===== src/rtl/mac_pkg.sv =====
// Shared helpers for the MAC / dot-product datapath blocks.
// Width derivation and saturation limits, reused by conv/pooling blocks.
package mac_pkg;

   // Ceiling log2, with clog2(1) = 0.
   function automatic int clog2(input int n);
      int r;
      r = 0;
      for (int v = 1; v < n; v = v << 1) begin
         r++;
      end
      return r;
   endfunction

   // Full-precision product width.
   function automatic int prod_w(input int aw, input int bw);
      return aw + bw;
   endfunction

   // Width of a reduced sum of 'lanes' products; cannot overflow.
   function automatic int sum_w(input int aw, input int bw,
                                input int lanes);
      return aw + bw + clog2(lanes);
   endfunction

   // Largest signed value representable in w bits.
   function automatic logic signed [63:0] sat_max(input int w);
      return (64'sd1 <<< (w - 1)) - 64'sd1;
   endfunction

   // Smallest signed value representable in w bits.
   function automatic logic signed [63:0] sat_min(input int w);
      return -(64'sd1 <<< (w - 1));
   endfunction

endpackage


===== src/rtl/dot_adder_tree.sv =====
// Combinational balanced adder tree reducing LANES signed products.
// Ports: prod_i packed products (lane 0 in LSBs), sum_o signed SUM_W sum.
module dot_adder_tree
   import mac_pkg::*;
#(
   parameter int LANES  = 4,
   parameter int PROD_W = 16,
   parameter int SUM_W  = PROD_W + clog2(LANES)
) (
   input  logic [LANES*PROD_W-1:0] prod_i,
   output logic [SUM_W-1:0]        sum_o
);

   // Heap-ordered tree: leaves at LANES-1 .. 2*LANES-2, root at 0.
   logic signed [SUM_W-1:0] node [2*LANES-1];

   for (genvar i = 0; i < LANES; i++) begin : g_leaf
      assign node[LANES-1+i] =
         SUM_W'($signed(prod_i[i*PROD_W +: PROD_W]));
   end

   for (genvar i = 0; i < LANES - 1; i++) begin : g_node
      assign node[i] = node[2*i+1] + node[2*i+2];
   end

   assign sum_o = node[0];

endmodule


===== src/rtl/dot_product_accum.sv =====
// LANES-wide signed dot product, accumulated over a multi-beat packet.
// Ports: clk/rst, in_* beat handshake + a_vec/b_vec/bias, out_* result.
module dot_product_accum
   import mac_pkg::*;
#(
   parameter int LANES       = 4,
   parameter int A_WIDTH     = 8,
   parameter int B_WIDTH     = 8,
   parameter int ACCUM_WIDTH = 24,
   parameter int SATURATE    = 1
) (
   input  logic                     clk,
   input  logic                     rst,
   input  logic                     in_valid,
   output logic                     in_ready,
   input  logic                     in_first,
   input  logic                     in_last,
   input  logic [LANES*A_WIDTH-1:0] a_vec,
   input  logic [LANES*B_WIDTH-1:0] b_vec,
   input  logic [ACCUM_WIDTH-1:0]   bias,
   output logic                     out_valid,
   input  logic                     out_ready,
   output logic [ACCUM_WIDTH-1:0]   out_data,
   output logic                     out_overflow
);

   localparam int PROD_W = prod_w(A_WIDTH, B_WIDTH);
   localparam int SUM_W  = sum_w(A_WIDTH, B_WIDTH, LANES);
   localparam int EXT_W  = ACCUM_WIDTH + 1;

   localparam logic [ACCUM_WIDTH-1:0] MAX_C =
      ACCUM_WIDTH'(sat_max(ACCUM_WIDTH));
   localparam logic [ACCUM_WIDTH-1:0] MIN_C =
      ACCUM_WIDTH'(sat_min(ACCUM_WIDTH));

   // Whole pipeline advances together; stalls only on a held result.
   logic adv;
   assign adv      = !out_valid || out_ready;
   assign in_ready = adv;

   // ---------------- S1: per-lane multiply ----------------
   logic [LANES*PROD_W-1:0] prod_d;
   logic [LANES*PROD_W-1:0] s1_prod_q;
   logic                    s1_v_q;
   logic                    s1_first_q;
   logic                    s1_last_q;
   logic [ACCUM_WIDTH-1:0]  s1_bias_q;

   always_comb begin
      logic signed [A_WIDTH-1:0] av;
      logic signed [B_WIDTH-1:0] bv;
      logic signed [PROD_W-1:0]  p;
      prod_d = '0;
      for (int i = 0; i < LANES; i++) begin
         av = a_vec[i*A_WIDTH +: A_WIDTH];
         bv = b_vec[i*B_WIDTH +: B_WIDTH];
         p  = av * bv;
         prod_d[i*PROD_W +: PROD_W] = p;
      end
   end

   always_ff @(posedge clk or posedge rst) begin
      if (rst) begin
         s1_v_q     <= 1'b0;
         s1_first_q <= 1'b0;
         s1_last_q  <= 1'b0;
         s1_bias_q  <= '0;
         s1_prod_q  <= '0;
      end else if (adv) begin
         s1_v_q     <= in_valid;
         s1_first_q <= in_first;
         s1_last_q  <= in_last;
         s1_bias_q  <= bias;
         s1_prod_q  <= prod_d;
      end
   end

   // ---------------- S2: lane reduction ----------------
   logic [SUM_W-1:0]        sum_d;
   logic signed [SUM_W-1:0] s2_sum_q;
   logic                    s2_v_q;
   logic                    s2_first_q;
   logic                    s2_last_q;
   logic [ACCUM_WIDTH-1:0]  s2_bias_q;

   dot_adder_tree #(
      .LANES  (LANES),
      .PROD_W (PROD_W),
      .SUM_W  (SUM_W)
   ) u_tree (
      .prod_i (s1_prod_q),
      .sum_o  (sum_d)
   );

   always_ff @(posedge clk or posedge rst) begin
      if (rst) begin
         s2_v_q     <= 1'b0;
         s2_first_q <= 1'b0;
         s2_last_q  <= 1'b0;
         s2_bias_q  <= '0;
         s2_sum_q   <= '0;
      end else if (adv) begin
         s2_v_q     <= s1_v_q;
         s2_first_q <= s1_first_q;
         s2_last_q  <= s1_last_q;
         s2_bias_q  <= s1_bias_q;
         s2_sum_q   <= sum_d;
      end
   end

   // ---------------- S3: accumulate ----------------
   logic signed [ACCUM_WIDTH-1:0] acc_q;
   logic [ACCUM_WIDTH-1:0]        acc_d;
   logic                          ovf_q;
   logic                          ovf_d;
   logic                          open_q;
   logic                          open_d;
   logic                          s3_v_q;
   logic                          s3_last_q;

   logic                    eff_first;
   logic signed [EXT_W-1:0] sum_x;
   logic signed [EXT_W-1:0] base_x;
   logic signed [EXT_W-1:0] raw;
   logic                    beat_ovf;

   // A stray non-first beat with no open packet restarts with bias.
   assign eff_first = s2_first_q || !open_q;

   always_comb begin
      sum_x    = EXT_W'(s2_sum_q);
      base_x   = eff_first ? EXT_W'($signed(s2_bias_q))
                           : EXT_W'(acc_q);
      raw      = base_x + sum_x;
      // One guard bit: overflow iff the top two bits disagree.
      beat_ovf = raw[EXT_W-1] ^ raw[EXT_W-2];
   end

   always_comb begin
      acc_d  = acc_q;
      ovf_d  = ovf_q;
      open_d = open_q;
      if (s2_v_q) begin
         open_d = !s2_last_q;
         ovf_d  = (eff_first ? 1'b0 : ovf_q) | beat_ovf;
         if (beat_ovf && (SATURATE != 0)) begin
            acc_d = raw[EXT_W-1] ? MIN_C : MAX_C;
         end else begin
            acc_d = raw[ACCUM_WIDTH-1:0];
         end
      end
   end

   always_ff @(posedge clk or posedge rst) begin
      if (rst) begin
         acc_q     <= '0;
         ovf_q     <= 1'b0;
         open_q    <= 1'b0;
         s3_v_q    <= 1'b0;
         s3_last_q <= 1'b0;
      end else if (adv) begin
         acc_q     <= acc_d;
         ovf_q     <= ovf_d;
         open_q    <= open_d;
         s3_v_q    <= s2_v_q;
         s3_last_q <= s2_last_q;
      end
   end

   // ---------------- Output register ----------------
   logic                   out_valid_q;
   logic [ACCUM_WIDTH-1:0] out_data_q;
   logic                   out_ovf_q;
   logic                   res_rdy;

   assign res_rdy = s3_v_q && s3_last_q;

   always_ff @(posedge clk or posedge rst) begin
      if (rst) begin
         out_valid_q <= 1'b0;
         out_data_q  <= '0;
         out_ovf_q   <= 1'b0;
      end else if (adv) begin
         out_valid_q <= res_rdy;
         if (res_rdy) begin
            out_data_q <= acc_q;
            out_ovf_q  <= ovf_q;
         end
      end
   end

   assign out_valid    = out_valid_q;
   assign out_data     = out_data_q;
   assign out_overflow = out_ovf_q;

endmodule


===== config.mk =====
export PLATFORM = sky130hd
export DESIGN_NAME = dot_product_accum
export DESIGN_NICKNAME = d
export VERILOG_FILES = /design/src/rtl/mac_pkg.sv /design/src/rtl/dot_adder_tree.sv /design/src/rtl/dot_product_accum.sv
export SDC_FILE = /design/constraint.sdc
export NUM_CORES = 1
export LEC_CHECK = 0
export ABC_AREA = 0
export BUFFER_PORTS_ARGS = -buffer_cell sky130_fd_sc_hd__buf_2
export CAP_MARGIN = 20
export CORE_ASPECT_RATIO = 0.8
export CORE_UTILIZATION = 60
export DETAILED_ROUTE_END_ITERATION = 7
export MAX_ROUTING_LAYER = met4
export PLACE_DENSITY = 0.81
export SLEW_MARGIN = 20
export SYNTH_ARGS = -nofsm -noshare
export SYNTH_HDL_FRONTEND = slang
export SYNTH_HIERARCHICAL = 1
export SYNTH_SLANG_ARGS = --single-unit
export TNS_END_PERCENT = 20

===== constraint.sdc =====
create_clock -name clk -period 10.45 [get_ports clk]
set_input_delay 0.5225 -clock clk [delete_from_list [all_inputs] [get_ports clk]]
set_output_delay 0.5225 -clock clk [all_outputs]
set_load 0.01 [all_outputs]

==> reports/results.ini, run 1 <==
[timing]
finalSetupTns_ns=0
setup_viol=0
finalCriticalPeriod_ns=4.37
tightest_slew_ns=1.02
post-route-period-util_pct=41.9
final_hold_viol_count=0
maxSlewViolCount=0
skew_ns=0.0177
slew_headroom_pct=32.1
rsz0062_at_grt=no
clock.fmax_ghz=0.229

[synth]
async_flop_share_pct=100
synth_area_leaders=dfrtp_1, fa_1, ha_1
synth_area_per_cell_um2=8.92
yosysUniqueCellTypes=78
yosysMostFrequentCell=nand2_1
ys_ff_latch=190
synth_fa_ha_area_share_pct=32.4
synth_top_area_share_pct=22.5
synth_edf_count=0
synth_compound_area_share_pct=12.6
synthMuxAreaShare_pct=2.82
synth_fp_nets=2875
synthFlopType=dfrtp_1
yosysSeqAreaShare_pct=22.5
synth_warnings=6
synth_cells=2368
netlist_top_cells_count=nand2_1, inv_1, fa_1
syn_area_um2=21100
synthXorXnorAreaFrac_pct=4.36
synth_top_family_by_area=adder cells
synthSimpleGateAreaFrac_pct=17.6
yosys.area.top_type=dfrtp_1

[critical_path]
critPathLaunch=b_vec[18]
end_kind=register
worstPathRequired_ns=10.82
r2r_slack_ns=6.26
crit_path_top_delay_cell=fa_1
arrival_ns=4.75
cp_max_fo=8
cp_num_buf_inv=5
path_class=input port to register
start_kind=input port
crit_chain=buf_2, and2_1, fa_1, inv_1, fa_1, inv_1, fa_1, inv_1, fa_1, inv_1, ha_1, o21ai_0, a21boi_0, o31a_1, o211ai_1, a2111oi_0, nand3b_1
cpLargestDelayFamily=adder cells
cp_slowest_stage_delay_ns=0.53
crit-reg2reg-launch=open_q

[cells_and_area]
fin_util_pct=65.5
drive_gt1_share_pct=9.94
num_antenna_cells=0
regArea_um2=4750
multi_input_area_um2=14800
syn2layout_area_growth_pct=7.77
n_fill_cell=2933
stdcell_count=2946
fin_nets=2968

[placement]
hpwlAfterDp_um=36500
portBuffers=120
gp_congestion=0.950
dp.cells=2914

[detailed_routing]
firstDrtPassIters=7
drtIter0Drc=850
via_count=16144
drt-total-wl_um=45100
drc=0
wl_per_cell_um=15.3
viasPerCell=5.48
antenna_left=0

[floorplanning]
boundaryPins=121
start_util_pct=60.8
die_y_um=170
die_area_um2=35900
core_area_um2=34700
row_count=61
dieWidth_um=212

[grt]
antenna_found_initial=0
grt_pass1_vias=16440
overflow=0
grt_pass1_wl_um=77700
grt_max_degree=118
grtUsageTotal_pct=27.5

[clock_tree]
clock_path_buffers=2
cts_tree=done
htreeDepth=4
cts_buffers=17
cts.sinks=190
worstSkewPairLatency_ns=0.45
clkTransAtPathRegs_ns=0.08
cts_setup_buffers=0
clock-root-buffer=clkbuf_16
cts_resized=0
cts.hold.buffers_added=0

[run_status]
status=completed

[hold_path]
hold_path.class=input port to async pin

[job]
cap_violations=0

==> worst register-to-register path, stage by stage, from the launching register on <==
cell      delay, ns
dfrtp_1        0.39
nand2b_1       0.08
buf_4          0.36
mux2_2         0.40
ha_1           0.23
fa_1           0.46
a211oi_1       0.36
o21ai_0        0.24
nand3_1        0.23
a21oi_1        0.17
a21bo_2        0.44
o21ai_1        0.54
o21ai_0        0.18
==> cells in the final DEF, fill, tap and decap left out, types with 7 or more instances in the layout <==
cell type  netlist  routed
xor2_1          29      29
inv_1          365     364
xnor2_1         76      76
a31oi_1         10      10
buf_2            4     120
nor3b_1          9       9
o21a_1          15      15
and3_1           7       7
o21ai_1          7       7
nand2_1        415     415
fa_1           224     224
a21oi_1        114     114
nor3_1          21      21
clkbuf_16        0      17
nand3_1         25      25
dfrtp_1        190     190
a21o_1          37      37
o21ai_0         83      83
nor2_1          79      78
a211oi_1        19      19
nand2b_1        11      11
mux2_2          52      52
o21bai_1         9       9
and2_1         171     171
o211ai_1        19      19
nor2b_1         31      30
o2111ai_1        7       7
ha_1           189     189
==> routing by layer <==
metal,up-vias,global-route usage (%),part of all wire (%)
met2,300,46.6,51
met1,7950,35.2,44
li1,7829,-,-
met3,65,3.24,3.3
met5,-,-,0
met4,0,7.34,2.0
==> per-stage QoR <==
stage	cell area, um2	hold slack (ns)	setup slack, ns
2_1_floorplan	21100	0.430	4.76
3_3_place_gp	22100	0.449	5.88
3_5_place_dp	22100	0.454	5.65
4_1_cts	22800	0.254	6.09
5_1_grt	22800	0.260	5.74
6_report	22800	0.220	6.08
==> registers in the layout, summed over array words and instances, names as in the netlist, 18 cells and up <==
register,flops
acc_q,24
out_data,24
s1_bias_q,24
s1_prod_q,64
s2_bias_q,24
s2_sum_q,18
==> final cells by class <==
cell class | instances | share of cell area, %
repair buffers | 126 | 2.84
clock buffers | 19 | 1.90
multi-input cells | 1760 | 64.9
flip-flops and latches | 190 | 20.9
inverters | 366 | 6.08
clock inverters | 13 | 0.775
well taps | 472 | 2.60
==> final timing paths <==
check / endpoint / depth (start not counted)
worst max-delay path: s1_prod_q[46] / 17
worst min-delay path: s1_bias_q[9] / 2
worst max register to register: acc_q[6] / 12
worst min register to register: s2_bias_q[9] / 2
max in group asynchronous: out_data[3] / 3
min in group clk: s1_bias_q[14] / 3
==> kinds of logic after synthesis <==
| family | Yosys count |
|---|---|
| and+or+nand+nor | 796 |
| buffers and inverters | 418 |
| adders and majority gates | 413 |
| AOI/OAI and AO/OA | 393 |
| DFF | 190 |
| xor gates and xnor gates | 105 |
| muxes | 53 |
Power of run 1 is left out: the tool's default activity adds up to more than one toggle a clock period on the data nets, which glitch-free logic cannot reach.
==> inputs of run 2 (changes only) <==
Clock period 10.45 ns to 4.1 ns, I/O delays scaled along.
==> reports/results.ini, run 2 (synthesis gave the netlist of run 1 again) <==
[run_status]
status=finished, violations left
violations=negative hold slack

[timing]
post-route-period-util_pct=96.8
skew_ns=0.0118
setup_viol=0
hold_ws_ns=-0.0941
maxSlewViolCount=0
clock.fmax_ghz=0.252
slew_headroom_pct=22.0
final_hold_viol_count=29
finalCriticalPeriod_ns=3.97
tightest_slew_ns=1.17

[critical_path]
cp_max_fo=5
end_kind=register
crit_chain=buf_2, buf_4, and2_1, ha_1, fa_1, ha_1, inv_1, fa_1, inv_1, ha_1, inv_1, fa_1, nor2b_1, o21ai_0, a21boi_1, o31a_1, o211ai_1, a2111oi_1, nand3b_1
crit-reg2reg-launch=s1_prod_q[32]
r2r-end=s2_sum_q[16]
critPathLaunch=b_vec[1]
r2r_cells=17
cp_slowest_stage_delay_ns=0.48
worstPathRequired_ns=4.47
r2r_slack_ns=0.30
start_kind=input port
crit_path_top_delay_cell=a2111oi_1
path_class=input port to register
crit_path_end=s1_prod_q[14]
arrival_ns=4.34

[detailed_routing]
firstDrtPassIters=5
drtIter0Drc=802
wl_per_cell_um=15.0
drc=0
antenna_left=0
via_count=16727
drt-total-wl_um=46300
viasPerCell=5.41

[floorplanning]
die_y_um=170
dieWidth_um=212
start_util_pct=60.8
core_area_um2=34700
row_count=61
die_area_um2=35900
boundaryPins=121

[placement]
portBuffers=120
gp_congestion=0.941
hpwlAfterDp_um=37700

[clock_tree]
cts_buffers=17
htreeDepth=4
clock-root-buffer=clkbuf_16
cts.sinks=190
worstSkewPairLatency_ns=0.45
cts_tree=done
clkTransAtPathRegs_ns=0.08
clock_path_buffers=2

[cells_and_area]
largest_register_ffs=64
regMostFlops=s1_prod_q
final_common_cell=nand2_1
final_cell_mix=nand2_1, inv_1, fa_1, dfrtp_1, ha_1
drive_gt1_share_pct=14.1
n_fill_cell=2766
syn2layout_area_growth_pct=13.5
fin_nets=3116
num_antenna_cells=0

[grt]
antenna_found_initial=0
grt_max_degree=191
overflow=0
grt_pass1_vias=16971
grtUsageTotal_pct=27.9
grt_pass1_wl_um=79000

[hold_path]
hold_path.class=input port to async pin

[job]
cap_violations=0

[run 2: changes by cell type in the layout (fill, tap and decap cells not counted)]
cell and delta:
buf_12 +4, clkinvlp_4 +3, a21boi_0 -2, dlygate4sd3_1 +27, inv_6 -1, clkinv_4 -1, clkinv_8 -2, inv_8 +1
clkinv_2 +2, a2111oi_0 -2, clkbuf_1 -2, a21boi_1 +2, buf_4 +117, a2111oi_1 +2
[run 2: per-layer routing]
metal	wire, um	track usage, %	share of wire (%)
met1	20700	35.8	45
met2	23600	47.6	51
met3	1200	2.79	2.6
met4	859	6.77	1.9
met5	0	-	0
[run 2: worst max-delay path: cells and delay by family]
family	cells	cell delay (ns)
AO/OA/AOI/OAI	5	1.12
buffers and inverters	5	0.46
adder cells (fa/ha/maj)	6	2.09
AND/OR/NAND/NOR	3	0.47
[run 2: layout make-up]
class                           count  area [um2]  area share [%]
Clock buffer                       17         425            1.77
Clock inverter                     15         174           0.726
Inverter                          366        1380            5.76
Multi-Input combinational cell   1760       14800            61.6
Sequential cell                   190        4750            19.8
Tap cell                          472         591            2.46
Timing Repair Buffer              274        1870            7.82
[run 2: worst min path at each step]
stage              start       endpoint  slack [ns]  cells past startpoint
2_1_floorplan    bias[0]   s1_bias_q[0]        0.32                      2
3_3_place_gp     bias[6]   s1_bias_q[6]        0.40                      3
3_5_place_dp    bias[18]  s1_bias_q[18]        0.41                      3
4_1_cts        a_vec[16]  s1_prod_q[32]        0.07                      3
5_1_grt        a_vec[16]  s1_prod_q[32]        0.09                      3
6_report             rst  s1_bias_q[12]       -0.09                      3
[run 2: timing repair]
item                       in CTS  in global routing
hold endpoints to repair       27                  0
setup endpoints to repair       0                  3
hold buffers                   27                  0
gates resized for setup         0                  4
buffers inserted                0                  0
[run 2: through the flow]
step	setup WS [ns]	util (%)	instance area [um2]	instances	TNS [ns]
detailed placement	-0.259	66.5	23100	3035	-1.88
finish	0.131	69.0	24000	3094	0
global route	-0.112	69.0	24000	3094	-0.112
CTS	0.187	69.0	24000	3094	0
global placement	-0.0801	66.5	23100	3035	-0.535
floorplan	0.184	-	21100	2368	0
Power of run 2 is left out for the same reason.
